`src/rtl/i2c_pkg.sv`:
```
// Shared I2C datapath definitions: transfer-sequencer state encoding,
// the default data-bit count and the helper that sizes the bit index.
package i2c_pkg;

    // Sequencer states: waiting, shifting data bits, or in the ACK/NACK slot.
    typedef enum logic [1:0] {
        IDLE = 2'd0,
        DATA = 2'd1,
        ACK  = 2'd2
    } xfer_state_t;

    // Standard I2C byte: eight data bits followed by one ACK slot.
    localparam int I2C_DATA_BITS = 8;

    // Supported range for the per-byte data-bit count.
    localparam int I2C_DATA_BITS_MIN = 2;
    localparam int I2C_DATA_BITS_MAX = 15;

    // Width needed to hold a bit index 0..data_bits-1 (at least one bit).
    function automatic int bit_w_for(input int data_bits);
        return (data_bits < 2) ? 1 : $clog2(data_bits);
    endfunction

    // Bit-index width of the default build.
    localparam int I2C_BIT_W = bit_w_for(I2C_DATA_BITS);

endpackage

```
`src/rtl/i2c_xfer_counter_if.sv`:
```
// Control/status bundle between the I2C master FSM and the transfer counter.
// The master drives the requests and strobes; the counter reports progress.
interface i2c_xfer_counter_if
    import i2c_pkg::*;
#(
    parameter int LEN_W = 8,
    parameter int BIT_W = I2C_BIT_W
);

    // Requests and strobes from the master side.
    logic             start;
    logic [LEN_W-1:0] len;
    logic             bit_tick;
    logic             nack_in;
    logic             abort;

    // Progress and events reported by the counter.
    logic             busy;
    logic             data_phase;
    logic             ack_phase;
    logic [BIT_W-1:0] bit_idx;
    logic [LEN_W-1:0] bytes_left;
    logic             last_byte;
    logic             byte_done;
    logic             xfer_done;
    logic             nacked;

    modport master (
        output start, len, bit_tick, nack_in, abort,
        input  busy, data_phase, ack_phase, bit_idx, bytes_left,
               last_byte, byte_done, xfer_done, nacked
    );

    modport slave (
        input  start, len, bit_tick, nack_in, abort,
        output busy, data_phase, ack_phase, bit_idx, bytes_left,
               last_byte, byte_done, xfer_done, nacked
    );

endinterface

```
`src/rtl/i2c_bit_slot_counter.sv`:
```
// Modulo-MODULUS slot counter with enable, synchronous clear and a terminal
// flag. Generalisation of the fixed 8-bit detect counter: the count walks
// 0..MODULUS-1 and wraps straight back to 0, never visiting unused codes.
module i2c_bit_slot_counter #(
    parameter int MODULUS = 8,
    parameter int CNT_W   = 3
) (
    input  logic             clk,
    input  logic             reset_n,
    input  logic             i_en,
    input  logic             i_clr,
    output logic [CNT_W-1:0] o_count,
    output logic             o_terminal
);

    localparam logic [CNT_W-1:0] LAST_CODE = CNT_W'(MODULUS - 1);

    logic [CNT_W-1:0] r_count;
    logic             w_at_last;

    assign w_at_last = (r_count == LAST_CODE);

    // Count enabled slots; clear wins over enable, terminal slot wraps to 0.
    always_ff @(posedge clk or negedge reset_n) begin
        if (!reset_n) begin
            r_count <= '0;
        end else if (i_clr) begin
            r_count <= '0;
        end else if (i_en) begin
            r_count <= w_at_last ? '0 : r_count + CNT_W'(1);
        end
    end

    assign o_count    = r_count;
    assign o_terminal = w_at_last;

endmodule

```
`src/rtl/i2c_xfer_counter.sv`:
```
// I2C transfer sequencer counter. Tracks the data-bit slot inside each byte,
// the ACK/NACK slot after it and the bytes still to go, advancing only on
// bit_tick. Reports byte-done, last-byte and transfer-done to the master FSM.
// Every output is a register so the master sees clean, glitch-free levels.
module i2c_xfer_counter
    import i2c_pkg::*;
#(
    parameter  int DATA_BITS = I2C_DATA_BITS,  // 2..15 data bits per byte
    parameter  int LEN_W     = 8,
    localparam int BIT_W     = bit_w_for(DATA_BITS)
) (
    input  logic              clk,
    input  logic              reset_n,
    i2c_xfer_counter_if.slave bus
);

    // ------------------------------------------------------------------
    // State and registered outputs
    // ------------------------------------------------------------------
    xfer_state_t      r_state;
    xfer_state_t      w_state_next;

    logic [LEN_W-1:0] r_bytes_left;
    logic [LEN_W-1:0] w_bytes_left_next;
    logic             r_busy,       w_busy_next;
    logic             r_data_phase, w_data_phase_next;
    logic             r_ack_phase,  w_ack_phase_next;
    logic             r_last_byte,  w_last_byte_next;
    logic             r_byte_done,  w_byte_done_next;
    logic             r_xfer_done,  w_xfer_done_next;
    logic             r_nacked,     w_nacked_next;

    // ------------------------------------------------------------------
    // Qualified events
    // ------------------------------------------------------------------
    logic             w_accept;     // start taken (only possible when idle)
    logic             w_abort;      // abort only means something when busy
    logic             w_tick;       // tick that survives abort priority
    logic             w_len_nz;
    logic             w_bytes_one;
    logic             w_ack_tick;   // tick landing in the ACK slot
    logic             w_bit_en;
    logic             w_bit_clr;
    logic [BIT_W-1:0] w_bit_idx;
    logic             w_bit_last;

    assign w_accept    = (r_state == IDLE) && bus.start;
    assign w_abort     = (r_state != IDLE) && bus.abort;
    assign w_tick      = bus.bit_tick && !bus.abort;
    assign w_len_nz    = |bus.len;
    assign w_bytes_one = (r_bytes_left == LEN_W'(1));
    assign w_ack_tick  = (r_state == ACK) && w_tick;

    // Bit slot counter only advances in DATA; an accepted start or an abort
    // returns it to the first (MSB) slot. Leaving DATA on the terminal tick
    // wraps it to 0, which is the value shown during the ACK slot.
    assign w_bit_en  = (r_state == DATA) && w_tick;
    assign w_bit_clr = w_abort || w_accept;

    i2c_bit_slot_counter #(
        .MODULUS (DATA_BITS),
        .CNT_W   (BIT_W)
    ) u_bit_slot_counter (
        .clk        (clk),
        .reset_n    (reset_n),
        .i_en       (w_bit_en),
        .i_clr      (w_bit_clr),
        .o_count    (w_bit_idx),
        .o_terminal (w_bit_last)
    );

    // ------------------------------------------------------------------
    // FSM
    // ------------------------------------------------------------------

    // State register.
    always_ff @(posedge clk or negedge reset_n) begin
        if (!reset_n) begin
            r_state <= IDLE;
        end else begin
            r_state <= w_state_next;
        end
    end

    // Next state: abort beats a coincident tick; NACK or last ACK ends it.
    always_comb begin
        w_state_next = r_state;
        unique case (r_state)
            IDLE: begin
                if (bus.start && w_len_nz) begin
                    w_state_next = DATA;
                end
            end
            DATA: begin
                if (w_abort) begin
                    w_state_next = IDLE;
                end else if (w_tick && w_bit_last) begin
                    w_state_next = ACK;
                end
            end
            ACK: begin
                if (w_abort) begin
                    w_state_next = IDLE;
                end else if (w_tick) begin
                    if (bus.nack_in || w_bytes_one) begin
                        w_state_next = IDLE;
                    end else begin
                        w_state_next = DATA;
                    end
                end
            end
            default: w_state_next = IDLE;
        endcase
    end

    // Next values of the registered outputs, decoded from the current state,
    // the qualified events and the next state.
    always_comb begin
        w_bytes_left_next = r_bytes_left;
        w_byte_done_next  = 1'b0;
        w_xfer_done_next  = 1'b0;
        w_nacked_next     = r_nacked;

        if (w_accept) begin
            // A zero-length request completes immediately without going busy.
            w_bytes_left_next = bus.len;
            w_nacked_next     = 1'b0;
            w_xfer_done_next  = !w_len_nz;
        end else if (w_ack_tick) begin
            w_byte_done_next = 1'b1;
            if (bus.nack_in) begin
                // Remaining count is left intact so firmware can see how far
                // the transfer got before the slave refused.
                w_xfer_done_next = 1'b1;
                w_nacked_next    = 1'b1;
            end else if (w_bytes_one) begin
                w_xfer_done_next  = 1'b1;
                w_bytes_left_next = '0;
            end else if (r_bytes_left != '0) begin
                w_bytes_left_next = r_bytes_left - LEN_W'(1);
            end
        end

        w_busy_next       = (w_state_next != IDLE);
        w_data_phase_next = (w_state_next == DATA);
        w_ack_phase_next  = (w_state_next == ACK);
        w_last_byte_next  = w_busy_next && (w_bytes_left_next == LEN_W'(1));
    end

    // Output registers; reset forces all status and pulses low immediately.
    always_ff @(posedge clk or negedge reset_n) begin
        if (!reset_n) begin
            r_bytes_left <= '0;
            r_busy       <= 1'b0;
            r_data_phase <= 1'b0;
            r_ack_phase  <= 1'b0;
            r_last_byte  <= 1'b0;
            r_byte_done  <= 1'b0;
            r_xfer_done  <= 1'b0;
            r_nacked     <= 1'b0;
        end else begin
            r_bytes_left <= w_bytes_left_next;
            r_busy       <= w_busy_next;
            r_data_phase <= w_data_phase_next;
            r_ack_phase  <= w_ack_phase_next;
            r_last_byte  <= w_last_byte_next;
            r_byte_done  <= w_byte_done_next;
            r_xfer_done  <= w_xfer_done_next;
            r_nacked     <= w_nacked_next;
        end
    end

    // ------------------------------------------------------------------
    // Outputs
    // ------------------------------------------------------------------
    assign bus.busy       = r_busy;
    assign bus.data_phase = r_data_phase;
    assign bus.ack_phase  = r_ack_phase;
    assign bus.bit_idx    = w_bit_idx;
    assign bus.bytes_left = r_bytes_left;
    assign bus.last_byte  = r_last_byte;
    assign bus.byte_done  = r_byte_done;
    assign bus.xfer_done  = r_xfer_done;
    assign bus.nacked     = r_nacked;

endmodule

```
`src/flat_wrapper.sv`:
```
// flat-port wrapper written by rule: the top's interface ports become plain ports
module i2c_xfer_counter_flat import i2c_pkg::*;
#(
    parameter  int DATA_BITS = I2C_DATA_BITS,                             
    parameter  int LEN_W     = 8,
    localparam int BIT_W     = bit_w_for(DATA_BITS)
)
  (clk, reset_n, bus_start, bus_len, bus_bit_tick, bus_nack_in, bus_abort, bus_busy, bus_data_phase, bus_ack_phase, bus_bit_idx, bus_bytes_left, bus_last_byte, bus_byte_done, bus_xfer_done, bus_nacked);
  i2c_xfer_counter_if #(.LEN_W(LEN_W), .BIT_W(3)) bus_i ();
  input  logic clk;
  input  logic reset_n;
  input wire logic [$bits(bus_i.start)-1:0] bus_start;
  input wire logic [$bits(bus_i.len)-1:0] bus_len;
  input wire logic [$bits(bus_i.bit_tick)-1:0] bus_bit_tick;
  input wire logic [$bits(bus_i.nack_in)-1:0] bus_nack_in;
  input wire logic [$bits(bus_i.abort)-1:0] bus_abort;
  output wire logic [$bits(bus_i.busy)-1:0] bus_busy;
  output wire logic [$bits(bus_i.data_phase)-1:0] bus_data_phase;
  output wire logic [$bits(bus_i.ack_phase)-1:0] bus_ack_phase;
  output wire logic [$bits(bus_i.bit_idx)-1:0] bus_bit_idx;
  output wire logic [$bits(bus_i.bytes_left)-1:0] bus_bytes_left;
  output wire logic [$bits(bus_i.last_byte)-1:0] bus_last_byte;
  output wire logic [$bits(bus_i.byte_done)-1:0] bus_byte_done;
  output wire logic [$bits(bus_i.xfer_done)-1:0] bus_xfer_done;
  output wire logic [$bits(bus_i.nacked)-1:0] bus_nacked;
  assign bus_i.start = bus_start;
  assign bus_i.len = bus_len;
  assign bus_i.bit_tick = bus_bit_tick;
  assign bus_i.nack_in = bus_nack_in;
  assign bus_i.abort = bus_abort;
  assign bus_busy = bus_i.busy;
  assign bus_data_phase = bus_i.data_phase;
  assign bus_ack_phase = bus_i.ack_phase;
  assign bus_bit_idx = bus_i.bit_idx;
  assign bus_bytes_left = bus_i.bytes_left;
  assign bus_last_byte = bus_i.last_byte;
  assign bus_byte_done = bus_i.byte_done;
  assign bus_xfer_done = bus_i.xfer_done;
  assign bus_nacked = bus_i.nacked;
  i2c_xfer_counter #(.DATA_BITS(DATA_BITS), .LEN_W(LEN_W)) u_core (.clk(clk), .reset_n(reset_n), .bus(bus_i));
endmodule
```
`config.mk`:
```
export PLATFORM = sky130hd
export DESIGN_NAME = i2c_xfer_counter_flat
export DESIGN_NICKNAME = d
export VERILOG_FILES = /design/src/rtl/i2c_pkg.sv /design/src/rtl/i2c_xfer_counter_if.sv /design/src/rtl/i2c_bit_slot_counter.sv /design/src/rtl/i2c_xfer_counter.sv /design/src/flat_wrapper.sv
export SDC_FILE = /design/constraint.sdc
export NUM_CORES = 1
export LEC_CHECK = 0
export ABC_AREA = 1
export BUFFER_PORTS_ARGS = -buffer_cell sky130_fd_sc_hd__clkbuf_2
export CAP_MARGIN = 40
export CORE_MARGIN = 1
export CORE_UTILIZATION = 47
export DETAILED_ROUTE_END_ITERATION = 6
export MAX_ROUTING_LAYER = met4
export PLACE_DENSITY = 0.72
export SLEW_MARGIN = 20
export SYNTH_ARGS = -nofsm -noshare
export SYNTH_HDL_FRONTEND = slang
export SYNTH_SLANG_ARGS = --single-unit
```
`constraint.sdc`:
```
create_clock -name clk -period 1.5 [get_ports clk]
set_input_delay 0.45 -clock clk [delete_from_list [all_inputs] [get_ports clk]]
set_output_delay 0.45 -clock clk [all_outputs]
set_load 0.005 [all_outputs]
```
==> results.yml <==
hold_path:
  min_path_type: "in -> async"
detailed_routing:
  finalWirelength_mm: 3.344
  route.detailed.drc: 0
  wl_per_cell_um: 11.86
  first_pass_iters: 4
  antenna_left: 0
  num_vias: 1387
  vias_per_cell: 4.918
  dr.first_iter.drc_count: 35
setup_path:
  start_kind: "flip-flop"
  critical-path-max-stage-delay_ns: 0.47
  cp_common_cell: "nand2_1"
  crit_family: "simple AND/OR/NAND/NOR gates"
  crit_arrival_ns: 1.83
  cpMaxStageDelayCell: "dfrtp_2"
  path_cells: "inv_2 > ha_4 > nand2_2 > nor2_1 > nand2_1 > nand2_1 > nand3_2 > nand2_1 > nand2_1 > nand2_2 > nand2_2 > nor3_2"
  cp_num_buf_inv: 1
  crit_path_end_kind: "flip-flop"
  crit_type: "reg -> reg"
  cp_max_fo: 4
  required_ns: 1.75
timing:
  relSlewSlack: 0.6616
  fin_setup_tns_ns: -0.08777
  tightest_slew_ns: 0.5076
  fin_ws_ns: -0.07653
  setup_viol: 2
  hold_viol: 0
  fin_crit_ns: 1.577
  hold_slack_ns: 0.07105
  max_freq_mhz: 634.3
  finalCritPeriodShare: 1.051
  rsz0062_at_grt: "true"
  fin_skew_ns: 0.01372
  slew_viol_final: 0
place:
  place.gp.congestion: 0.8954
  dpl.hpwl_mm: 2.703
  port_buffers: 31
  placedCellCount: 276
floorplan:
  io_pins: 32
  dieArea_um2: 3002
  dieHeight_um: 54.80
  start_util: 0.5147
  core.rowCount: 18
  chipWidth_um: 54.80
  core_um2: 2545
yosys:
  synth_seq_area_share: 0.3820
  synth_largest_area_cell: "dfrtp_1"
  synthAdderAreaFrac: 0.03820
  yosysMostFrequentCell: "nand2_1"
  yosysUniqueCellTypes: 25
  netlist_top_cells_count: "nand2_1, inv_1, dfrtp_1"
  async_flop_share: 1.000
  ys_seq_elements: 20
  muxShareOfSynthArea: 0
  synth_top_area_share: 0.3820
  synth_edf_count: 0
  synth-compound-area-share: 0.06781
  syn-num-nets: 201
  synth.area.top_cells: "dfrtp_1, nand2_1, inv_1"
  post_synth.cell_area_avg_um2: 7.159
  synthCells: 183
  synthXorXnorAreaFrac: 0.02006
  syn-cell-area_um2: 1310
  synth_top_family_by_area: "simple AND/OR/NAND/NOR gates"
  synth-simple-area-share: 0.3801
  synthFlopType: "dfrtp_1"
  yosysWarnings: 0
grt:
  grt_pass1_wl_mm: 5.306
  grt_max_degree: 21
  grt_use_total: 0.2595
  antenna_found_initial: 0
  grt_remaining_overflow: 0
  grt_pass1_vias: 1299
cts:
  clk_pin_slew_ns: 0.13
  clkSinkCount: 20
  cts-buffers-inserted: 3
  cts_tree: "done"
  cts_max_path_buffers: 2
  insertion_delay_ns: 0.32
  ctsHoldBuffers: 0
  cts_root_buffer: "clkbuf_4"
  htree_levels: 1
final_layout:
  fin_nets: 271
  postLayoutCoreUtil: 0.7434
  fin_cells: 282
  synthToLayoutAreaGrowth_pct: 44.41
  drive_above_1_share: 0.4484
  diodes: 0
outcome:
  status: "complete, but fails checks"
  violations: "setup timing"
pwr:
  p_leak_nw: 1.035
  ir_drop_mv: 0.8403
  cellPowerDensity_nw_per_um2: 969.5
job:
  cap_violations: 0
-- metrics by stage --
stage | power [W] | area [um2] | setup WS (ns)
2_1_floorplan | 0.0009941 | 1323 | 0.02256
3_3_place_gp | 0.001308 | 1755 | -0.1090
3_5_place_dp | 0.001333 | 1755 | -0.1385
4_1_cts | 0.001798 | 1836 | -0.05782
5_1_grt | 0.001937 | 1892 | -0.1656
6_report | 0.001834 | 1892 | -0.07653
-- worst paths after layout --
path,startpoint,to,slack (ns),cells past startpoint
min in group clk,bus_len[6],u_core.bus.bytes_left[6],0.44,5
max reg2reg,u_core.bus.bytes_left[0],u_core.bus.last_byte,-0.08,12
min reg2reg,u_core.bus.nacked,u_core.bus.nacked,0.51,1
max,u_core.bus.bytes_left[0],u_core.bus.last_byte,-0.08,12
min,reset_n,u_core.bus.last_byte,0.07,1
max in group asynchronous,reset_n,u_core.bus.bytes_left[0],1.05,1
-- registers in the layout, summed over array words and instances, names as in the netlist --
| name | cells |
|---|---|
| u_core.bus.bytes_left | 8 |
| u_core.u_bit_slot_counter.o_count | 3 |
| u_core.r_state | 2 |
| u_core.bus.ack_phase | 1 |
| u_core.bus.busy | 1 |
| u_core.bus.byte_done | 1 |
| u_core.bus.data_phase | 1 |
| u_core.bus.last_byte | 1 |
| u_core.bus.nacked | 1 |
| u_core.bus.xfer_done | 1 |
-- cells in the final DEF, fill, tap and decap left out, types with 2 or more instances in the layout --
cell	count
nand2_1	47
buf_4	34
clkbuf_2	31
inv_1	28
dfrtp_1	18
nand3_1	12
nor2_1	11
nand2_2	11
inv_2	9
nor2_4	8
a21oi_1	7
nor2_2	5
o21ai_0	4
clkbuf_4	3
nand4_1	2
xor2_1	2
nand3_2	2
ha_4	2
dfrtp_2	2
-- power by group --
| group | internal (W) | switching [W] | leakage, nW |
|---|---|---|---|
| logic | 0.000343 | 0.000363 | 0.759 |
| clock network | 0.000271 | 0.000186 | 0.0279 |
| registers | 0.000605 | 0.0000665 | 0.248 |
-- layer usage --
layer / global-route usage / share of wire / vias up
li1: - / - / 704
met1: 0.2911 / 0.41 / 637
met2: 0.4558 / 0.53 / 42
met3: 0.02500 / 0.042 / 4
met4: 0.1239 / 0.017 / 0
met5: - / 0 / -
-- cells by family (layout without fill, tap and decap cells) --
kind of cell | count (synthesis) | after routing
and+or+nand+nor | 102 | 102
buffers and inverters | 38 | 107
DFF | 20 | 20
AOI/OAI and AO/OA | 16 | 16
adders and majority gates | 4 | 4
xor gates and xnor gates | 3 | 3
-- area by class of cell --
cell class                      instances  area [um2]
Clock buffer                            3       22.52
Multi-Input combinational cell        125       738.2
Timing Repair Buffer                   66       421.7
Fill cell                             199       653.1
Inverter                               37       138.9
Tap cell                               30       37.54
Sequential cell                        20       503.0
Clock inverter                          1       30.03
-- worst reg2reg max path, stage by stage, from the launching register on --
cell	delay, ns
dfrtp_2	0.47
inv_2	0.09
ha_4	0.15
nand2_2	0.05
nor2_1	0.08
nand2_1	0.10
nand2_1	0.10
nand3_2	0.08
nand2_1	0.07
nand2_1	0.06
nand2_2	0.07
nand2_2	0.05
nor3_2	0.15
-- repair_timing --
action	in CTS	in global routing
resized for setup	10	16
pin swaps	6	6
setup buffers	1	1
setup endpoints to repair	4	8
(Power assumes the default switching activity.)
